==> src/rtl/ps2_mouse_packet_decoder_pkg.sv <==
// ps2_mouse_pkg: shared types and constants for the PS/2 mouse packet decoder.
//   state_t       - packet alignment FSM states
//   B0 bit index  - field positions inside the first (status) byte of a packet
//   POS_W_DEFAULT - default cursor coordinate width
package ps2_mouse_pkg;

  typedef enum logic [1:0] {
    WAIT_B0 = 2'd0,
    WAIT_B1 = 2'd1,
    WAIT_B2 = 2'd2
  } state_t;

  localparam int BTN_L   = 0;
  localparam int BTN_R   = 1;
  localparam int BTN_M   = 2;
  localparam int ALWAYS1 = 3;
  localparam int XS      = 4;
  localparam int YS      = 5;
  localparam int XO      = 6;
  localparam int YO      = 7;

  localparam int POS_W_DEFAULT = 10;

endpackage

==> src/rtl/ps2_mouse_packet_decoder_axis_accum.sv <==
// axis_accum: one cursor axis. Sign-extends a 9-bit two's complement mouse
// delta, adds it to (or subtracts it from, when INVERT=1) the current
// position, clamps to 0..MAX and registers the result on load.
// Ports:
//   clk, reset   clock, synchronous active-high reset (pos <= INIT)
//   load         commit strobe for the new position
//   delta_sign   bit 8 of the delta
//   delta_low    bits 7:0 of the delta
//   delta_ovf    overflow flag; forces the delta to zero
//   pos          registered clamped position
module axis_accum #(
  parameter int MAX    = 639,
  parameter int INIT   = 320,
  parameter int POS_W  = 10,
  parameter int INVERT = 0
) (
  input  logic             clk,
  input  logic             reset,
  input  logic             load,
  input  logic             delta_sign,
  input  logic [7:0]       delta_low,
  input  logic             delta_ovf,
  output logic [POS_W-1:0] pos
);

  // Two extra bits: one for sign, one so position + max delta cannot wrap.
  localparam int SW = POS_W + 2;
  localparam logic signed [SW-1:0] MAX_S = SW'(MAX);

  logic signed [8:0]    delta9;
  logic signed [SW-1:0] delta;
  logic signed [SW-1:0] cur;
  logic signed [SW-1:0] sum;
  logic [POS_W-1:0]     pos_nx;

  always_comb begin
    delta9 = $signed({delta_sign, delta_low});
    delta  = delta_ovf ? '0 : SW'(delta9);
    cur    = $signed({2'b00, pos});
    if (INVERT != 0) sum = cur - delta;
    else             sum = cur + delta;

    if (sum < 0)          pos_nx = '0;
    else if (sum > MAX_S) pos_nx = POS_W'(MAX);
    else                  pos_nx = sum[POS_W-1:0];
  end

  always_ff @(posedge clk) begin
    if (reset)     pos <= POS_W'(INIT);
    else if (load) pos <= pos_nx;
  end

endmodule

==> src/rtl/ps2_mouse_packet_decoder.sv <==
// ps2_mouse_packet_decoder: aligns the received PS/2 byte stream into 3-byte
// mouse packets and keeps a clamped absolute cursor position and button state.
//
// state   | meaning
// WAIT_B0 | idle / expecting status byte (bit 3 must be 1)
// WAIT_B1 | status byte held, expecting X delta low byte
// WAIT_B2 | X byte held, expecting Y delta low byte; commit on arrival
//
// Ports:
//   clk, reset                    clock, synchronous active-high reset
//   rx_valid, rx_data[7:0]        received byte strobe and data
//   rx_err                        upstream parity/framing error strobe
//   cursor_x, cursor_y            absolute position (y = 0 is top of screen)
//   btn_left/right/middle         button state from last complete packet
//   pkt_valid                     pulse: cursor/buttons just updated
//   sync_err                      pulse: byte dropped or partial packet discarded
module ps2_mouse_packet_decoder
  import ps2_mouse_pkg::*;
#(
  parameter int X_MAX   = 639,
  parameter int Y_MAX   = 479,
  parameter int X_INIT  = 320,
  parameter int Y_INIT  = 240,
  parameter int POS_W   = POS_W_DEFAULT,
  parameter int TIMEOUT = 2000000
) (
  input  logic             clk,
  input  logic             reset,
  input  logic             rx_valid,
  input  logic [7:0]       rx_data,
  input  logic             rx_err,
  output logic [POS_W-1:0] cursor_x,
  output logic [POS_W-1:0] cursor_y,
  output logic             btn_left,
  output logic             btn_right,
  output logic             btn_middle,
  output logic             pkt_valid,
  output logic             sync_err
);

  localparam logic [23:0] TMO_LIM = 24'(TIMEOUT);

  state_t      state, state_nx;
  logic [2:0]  btn_hold;
  logic        xs_hold, ys_hold, xo_hold, yo_hold;
  logic [7:0]  x_low_hold;
  logic [23:0] tmo_cnt;
  logic        tmo_hit;
  logic        take_b0, take_b1, commit;
  logic        pkt_nx, err_nx;

  always_comb begin
    state_nx = state;
    take_b0  = 1'b0;
    take_b1  = 1'b0;
    commit   = 1'b0;
    pkt_nx   = 1'b0;
    err_nx   = 1'b0;
    tmo_hit  = (tmo_cnt >= TMO_LIM);

    if (rx_err) begin
      // Error beats a coincident byte; the byte is discarded with the packet.
      state_nx = WAIT_B0;
      err_nx   = 1'b1;
    end else begin
      case (state)
        WAIT_B0: begin
          if (rx_valid) begin
            if (rx_data[ALWAYS1]) begin
              take_b0  = 1'b1;
              state_nx = WAIT_B1;
            end else begin
              err_nx = 1'b1;
            end
          end
        end
        WAIT_B1: begin
          if (rx_valid) begin
            take_b1  = 1'b1;
            state_nx = WAIT_B2;
          end else if (tmo_hit) begin
            state_nx = WAIT_B0;
            err_nx   = 1'b1;
          end
        end
        WAIT_B2: begin
          if (rx_valid) begin
            commit   = 1'b1;
            pkt_nx   = 1'b1;
            state_nx = WAIT_B0;
          end else if (tmo_hit) begin
            state_nx = WAIT_B0;
            err_nx   = 1'b1;
          end
        end
        default: state_nx = WAIT_B0;
      endcase
    end
  end

  always_ff @(posedge clk) begin
    if (reset) begin
      state      <= WAIT_B0;
      btn_hold   <= '0;
      xs_hold    <= 1'b0;
      ys_hold    <= 1'b0;
      xo_hold    <= 1'b0;
      yo_hold    <= 1'b0;
      x_low_hold <= '0;
      tmo_cnt    <= '0;
      btn_left   <= 1'b0;
      btn_right  <= 1'b0;
      btn_middle <= 1'b0;
      pkt_valid  <= 1'b0;
      sync_err   <= 1'b0;
    end else begin
      state     <= state_nx;
      pkt_valid <= pkt_nx;
      sync_err  <= err_nx;

      if (take_b0) begin
        btn_hold <= {rx_data[BTN_M], rx_data[BTN_R], rx_data[BTN_L]};
        xs_hold  <= rx_data[XS];
        ys_hold  <= rx_data[YS];
        xo_hold  <= rx_data[XO];
        yo_hold  <= rx_data[YO];
      end
      if (take_b1) x_low_hold <= rx_data;

      if (commit) begin
        btn_left   <= btn_hold[0];
        btn_right  <= btn_hold[1];
        btn_middle <= btn_hold[2];
      end

      // Held at zero whenever idle; restarts on every accepted byte; saturates.
      if (state_nx == WAIT_B0 || take_b0 || take_b1 || commit) tmo_cnt <= '0;
      else if (!tmo_hit)                                       tmo_cnt <= tmo_cnt + 24'd1;
    end
  end

  axis_accum #(
    .MAX(X_MAX), .INIT(X_INIT), .POS_W(POS_W), .INVERT(0)
  ) u_axis_x (
    .clk        (clk),
    .reset      (reset),
    .load       (commit),
    .delta_sign (xs_hold),
    .delta_low  (x_low_hold),
    .delta_ovf  (xo_hold),
    .pos        (cursor_x)
  );

  // Y byte is consumed straight off rx_data in the commit cycle.
  axis_accum #(
    .MAX(Y_MAX), .INIT(Y_INIT), .POS_W(POS_W), .INVERT(1)
  ) u_axis_y (
    .clk        (clk),
    .reset      (reset),
    .load       (commit),
    .delta_sign (ys_hold),
    .delta_low  (rx_data),
    .delta_ovf  (yo_hold),
    .pos        (cursor_y)
  );

endmodule

==> config.mk <==
export PLATFORM = sky130hd
export DESIGN_NAME = ps2_mouse_packet_decoder
export DESIGN_NICKNAME = d
export VERILOG_FILES = /design/src/rtl/ps2_mouse_packet_decoder_pkg.sv /design/src/rtl/ps2_mouse_packet_decoder_axis_accum.sv /design/src/rtl/ps2_mouse_packet_decoder.sv
export SDC_FILE = /design/constraint.sdc
export NUM_CORES = 1
export LEC_CHECK = 0
export CORE_MARGIN = 2
export CORE_UTILIZATION = 47
export CTS_CLUSTER_SIZE = 10
export DETAILED_ROUTE_END_ITERATION = 16
export PLACE_DENSITY = 0.64
export SLEW_MARGIN = 0
export SYNTH_ARGS = -nofsm -noshare
export SYNTH_HDL_FRONTEND = slang
export SYNTH_HIERARCHICAL = 1
export SYNTH_SLANG_ARGS = --single-unit
==> constraint.sdc <==
create_clock -name clk -period 3.4 [get_ports clk]
set_clock_uncertainty 0.1 [all_clocks]
set_input_delay 0.51 -clock clk [delete_from_list [all_inputs] [get_ports clk]]
set_output_delay 0.51 -clock clk [all_outputs]
set_load 0.01 [all_outputs]
==> impl_metrics.csv <==
group,metric,value,unit
synth,synth_nets,539,
critical_path,cp_slowest_cell,"ha_1",
pwr,pwr-share-clk,43.9,%
clocking,clkLatencyLatePin,0.36,ns
synth,synth_cell_types,76,
critical_path,end_kind,"flop",
critical_path,arrival,3.20,ns
synth,syn_area_per_cell,8.77,um2
die,fp.dieH,100,um
die,num_io_pins,37,
placed_design,hpwl,7290,um
global_routing,grt_max_degree,29,
finish,final_nets,573,
sta,period_needed,3.08,ns
global_routing,overflow,0,
global_routing,grt_pass1_vias,3530,
worst_hold_path,holdPathStages,2,
pwr,p_sw,0.459,mW
global_routing,grt_pass1_wl,16900,um
synth,synth_top_area_cell,"dfxtp_1",
die,core_area,0.00911,mm2
route,drc,0,
clocking,clockBufferDepth,2,
route,wl_per_cell,15.6,um
worst_hold_path,holdPathEnd,"tmo_cnt[22]",
pwr,p_seq_share,44.7,%
sta,maxSlewViolCount,0,
sta,rsz0062_at_grt,"no",
synth,ys_async_sr_fraction,0,%
route,firstDrtPassIters,4,
synth,postSynthCellCount,496,
route,routed_wl,10100,um
route,ant_nets,0,
pwr,intPower,1.30,mW
finish,stdcell_area,0.00504,mm2
clocking,cts.clk_slew.worst_paths,0.08,ns
finish,utilization,55.3,%
critical_path,r2r_start,"yo_hold",
synth,yosys_warnings,6,
die,rows,35,
pwr,p_leak,1.92,nW
critical_path,start_kind,"flop",
critical_path,r2r_slack,0.32,ns
die,start_util,47.7,%
run,max-cap-violations,0,
critical_path,cp_top_family,"compound AO/OA/AOI/OAI gates",
finish,layout_common_cells,"66 x dfxtp_1, 55 x nor2_1, 36 x clkdlybuf4s50_1",
global_routing,antenna_found_initial,0,
synth,ys.flop_type,"dfxtp_1",
sta,finalSetupTns,0,ns
clocking,ctsHtreeMaxLevel,3,
sta,relSlewSlack,54.6,%
clocking,cts_tree,"yes",
critical_path,r2r_end,"u_axis_y/pos[3]",
critical_path,crit_buf_inv,1,
pwr,vdd_ir_drop_max,0.000169,V
clocking,cts_buffers,9,
critical_path,required,3.52,ns
route,vias,3699,
synth,ys_seq_area_share,30.4,%
worst_hold_path,hold_path.class,"flop to flop",
finish,final_common_cell,"dfxtp_1",
placed_design,place_area,0.00480,mm2
sta,setup_viol,0,
critical_path,r2r_cells,9,
pwr,p_sw_share,26.2,%
critical_path,cp_cell_sequence,"nor2b_1 > inv_1 > ha_1 > nand3_1 > a2111oi_4 > a211oi_1 > o21a_1 > nor3_4 > a32oi_1",
finish,area_delta_synth_final,15.9,%
synth,yosys.area.top_type_share,30.4,%
finish,diodes,0,
finish,drive_above_1_share,10.7,%
synth,netlist_area,0.00435,mm2
clocking,cts.sinks,66,
sta,holdWs,0.348,ns
synth,ys_ff_latch,66,
synth,synth_area_leaders,"dfxtp_1 30%, ha_1 8.3%, xnor2_1 5.6%, nor2_1 4.7%, mux2i_1 4.1%",
outcome,outcome,"finished, final reports clean",
finish,layout.cells.non_filler,646,
sta,fmax,325,MHz
pwr,power.density,348,mW/mm2
critical_path,path_max_fanout,12,
synth,synth_edf_count,0,
pwr,p_comb_share,11.4,%
placed_design,place.gp.congestion,0.858,
route,via_per_inst,5.73,
route,drt_iter0_markers,206,
sta,worst_pin_slew,0.664,ns
global_routing,grt_usage,20.9,%
die,die_area,0.0100,mm2
clocking,clock-root-buffer,"clkbuf_8",
worst_hold_path,hold_start,"tmo_cnt[22]",
placed_design,portBuffers,36,
sta,finalCritPeriodShare,90.5,%
placed_design,placedCellCount,630,
critical_path,crit_cells,9,
clocking,cts_setup_buffers,0,
die,die_w,100,um
critical_path,crit_type,"flop to flop",
sta,hold_viol_final,0,
critical_path,max_stage_delay,0.52,ns
## stage by stage
step | total power, mW | setup slack (ns)
after global routing | 1.82 | 0.0962
after global placement | 0.996 | 0.164
after detailed placement | 0.998 | 0.0860
after floorplan | 0.945 | 0.779
final | 1.75 | 0.322
after CTS | 1.77 | 0.253
## kinds of logic after synthesis
logic type / after synthesis / share of synthesized area (%)
AND/OR/NAND/NOR: 181 / 22.5
flip-flops: 66 / 30.4
AO/OA/AOI/OAI: 120 / 21.8
adder cells (fa/ha/maj): 31 / 9.26
multiplexers: 19 / 4.49
XOR/XNOR: 34 / 6.85
buffers and inverters: 45 / 4.66
## registers in the layout (all words and copies together) (netlist names)
name and cells:
u_axis_x/pos 10, sync_err 1, tmo_cnt 24, btn_left 1
ys_hold 1, xo_hold 1, xs_hold 1, pkt_valid 1
btn_right 1, state 2, yo_hold 1, u_axis_y/pos 10
btn_hold 3, x_low_hold 8, btn_middle 1
## cell usage after synthesis, types with 5 or more instances
cell type,instances
a221oi_1,6
nand2b_1,10
dfxtp_1,66
a32oi_1,6
a21oi_1,34
xor2_1,6
nor2_1,55
a21o_1,10
xnor2_1,28
ha_1,29
nand3_1,15
a211oi_1,9
mux2i_1,18
buf_2,6
nand2_1,32
clkbuf_1,10
nor3_1,5
o21ai_0,8
nand4_1,8
inv_1,25
nor2b_1,17
a21oi_2,5
## layer usage
layer,vias up,wire [um],track usage (%)
li1,1855,-,-
met1,1756,4720,27.2
met2,77,4830,34.9
met3,11,393,3.06
met4,0,139,8.54
met5,-,0,0
## how the worst max path moves through the flow
stage | slack, ns | startpoint | to
floorplan | 0.78 | xo_hold | u_axis_x/pos[0]
global route | 0.1 | yo_hold | u_axis_y/pos[6]
detailed placement | 0.09 | rx_data[0] | u_axis_y/pos[3]
global placement | 0.16 | rx_data[0] | u_axis_y/pos[0]
CTS | 0.25 | yo_hold | u_axis_y/pos[0]
finish | 0.32 | yo_hold | u_axis_y/pos[3]
## power groups by stage
| stage | clock network [mW] | registers, mW | logic, mW |
|---|---|---|---|
| finish | 0.771 | 0.784 | 0.200 |
| global route | 0.818 | 0.785 | 0.219 |
| CTS | 0.784 | 0.784 | 0.198 |
| detailed placement | 0 | 0.802 | 0.196 |
| global placement | 0 | 0.802 | 0.194 |
| floorplan | 0 | 0.801 | 0.145 |
## final cells by class
class,count,area (um2)
fillers,853,4070
multi-input cells,385,2840
inverters,25,93.8
repair buffers,43,413
clock inverters,6,90.1
clock buffers,10,138
flip-flops and latches,66,1320
well taps,111,139
## worst min-delay path, stage by stage (launching register included)
cell	delay, ns
dfxtp_1	0.32
inv_1	0.05
nor2_1	0.04
## what timing repair did
item | in CTS | in global routing
hold buffers | 0 | 0
setup endpoints to repair | 0 | 7
endpoints found under the hold margin | 0 | 0
resized for setup | 0 | 1
Power figures use the tool's default switching activity.
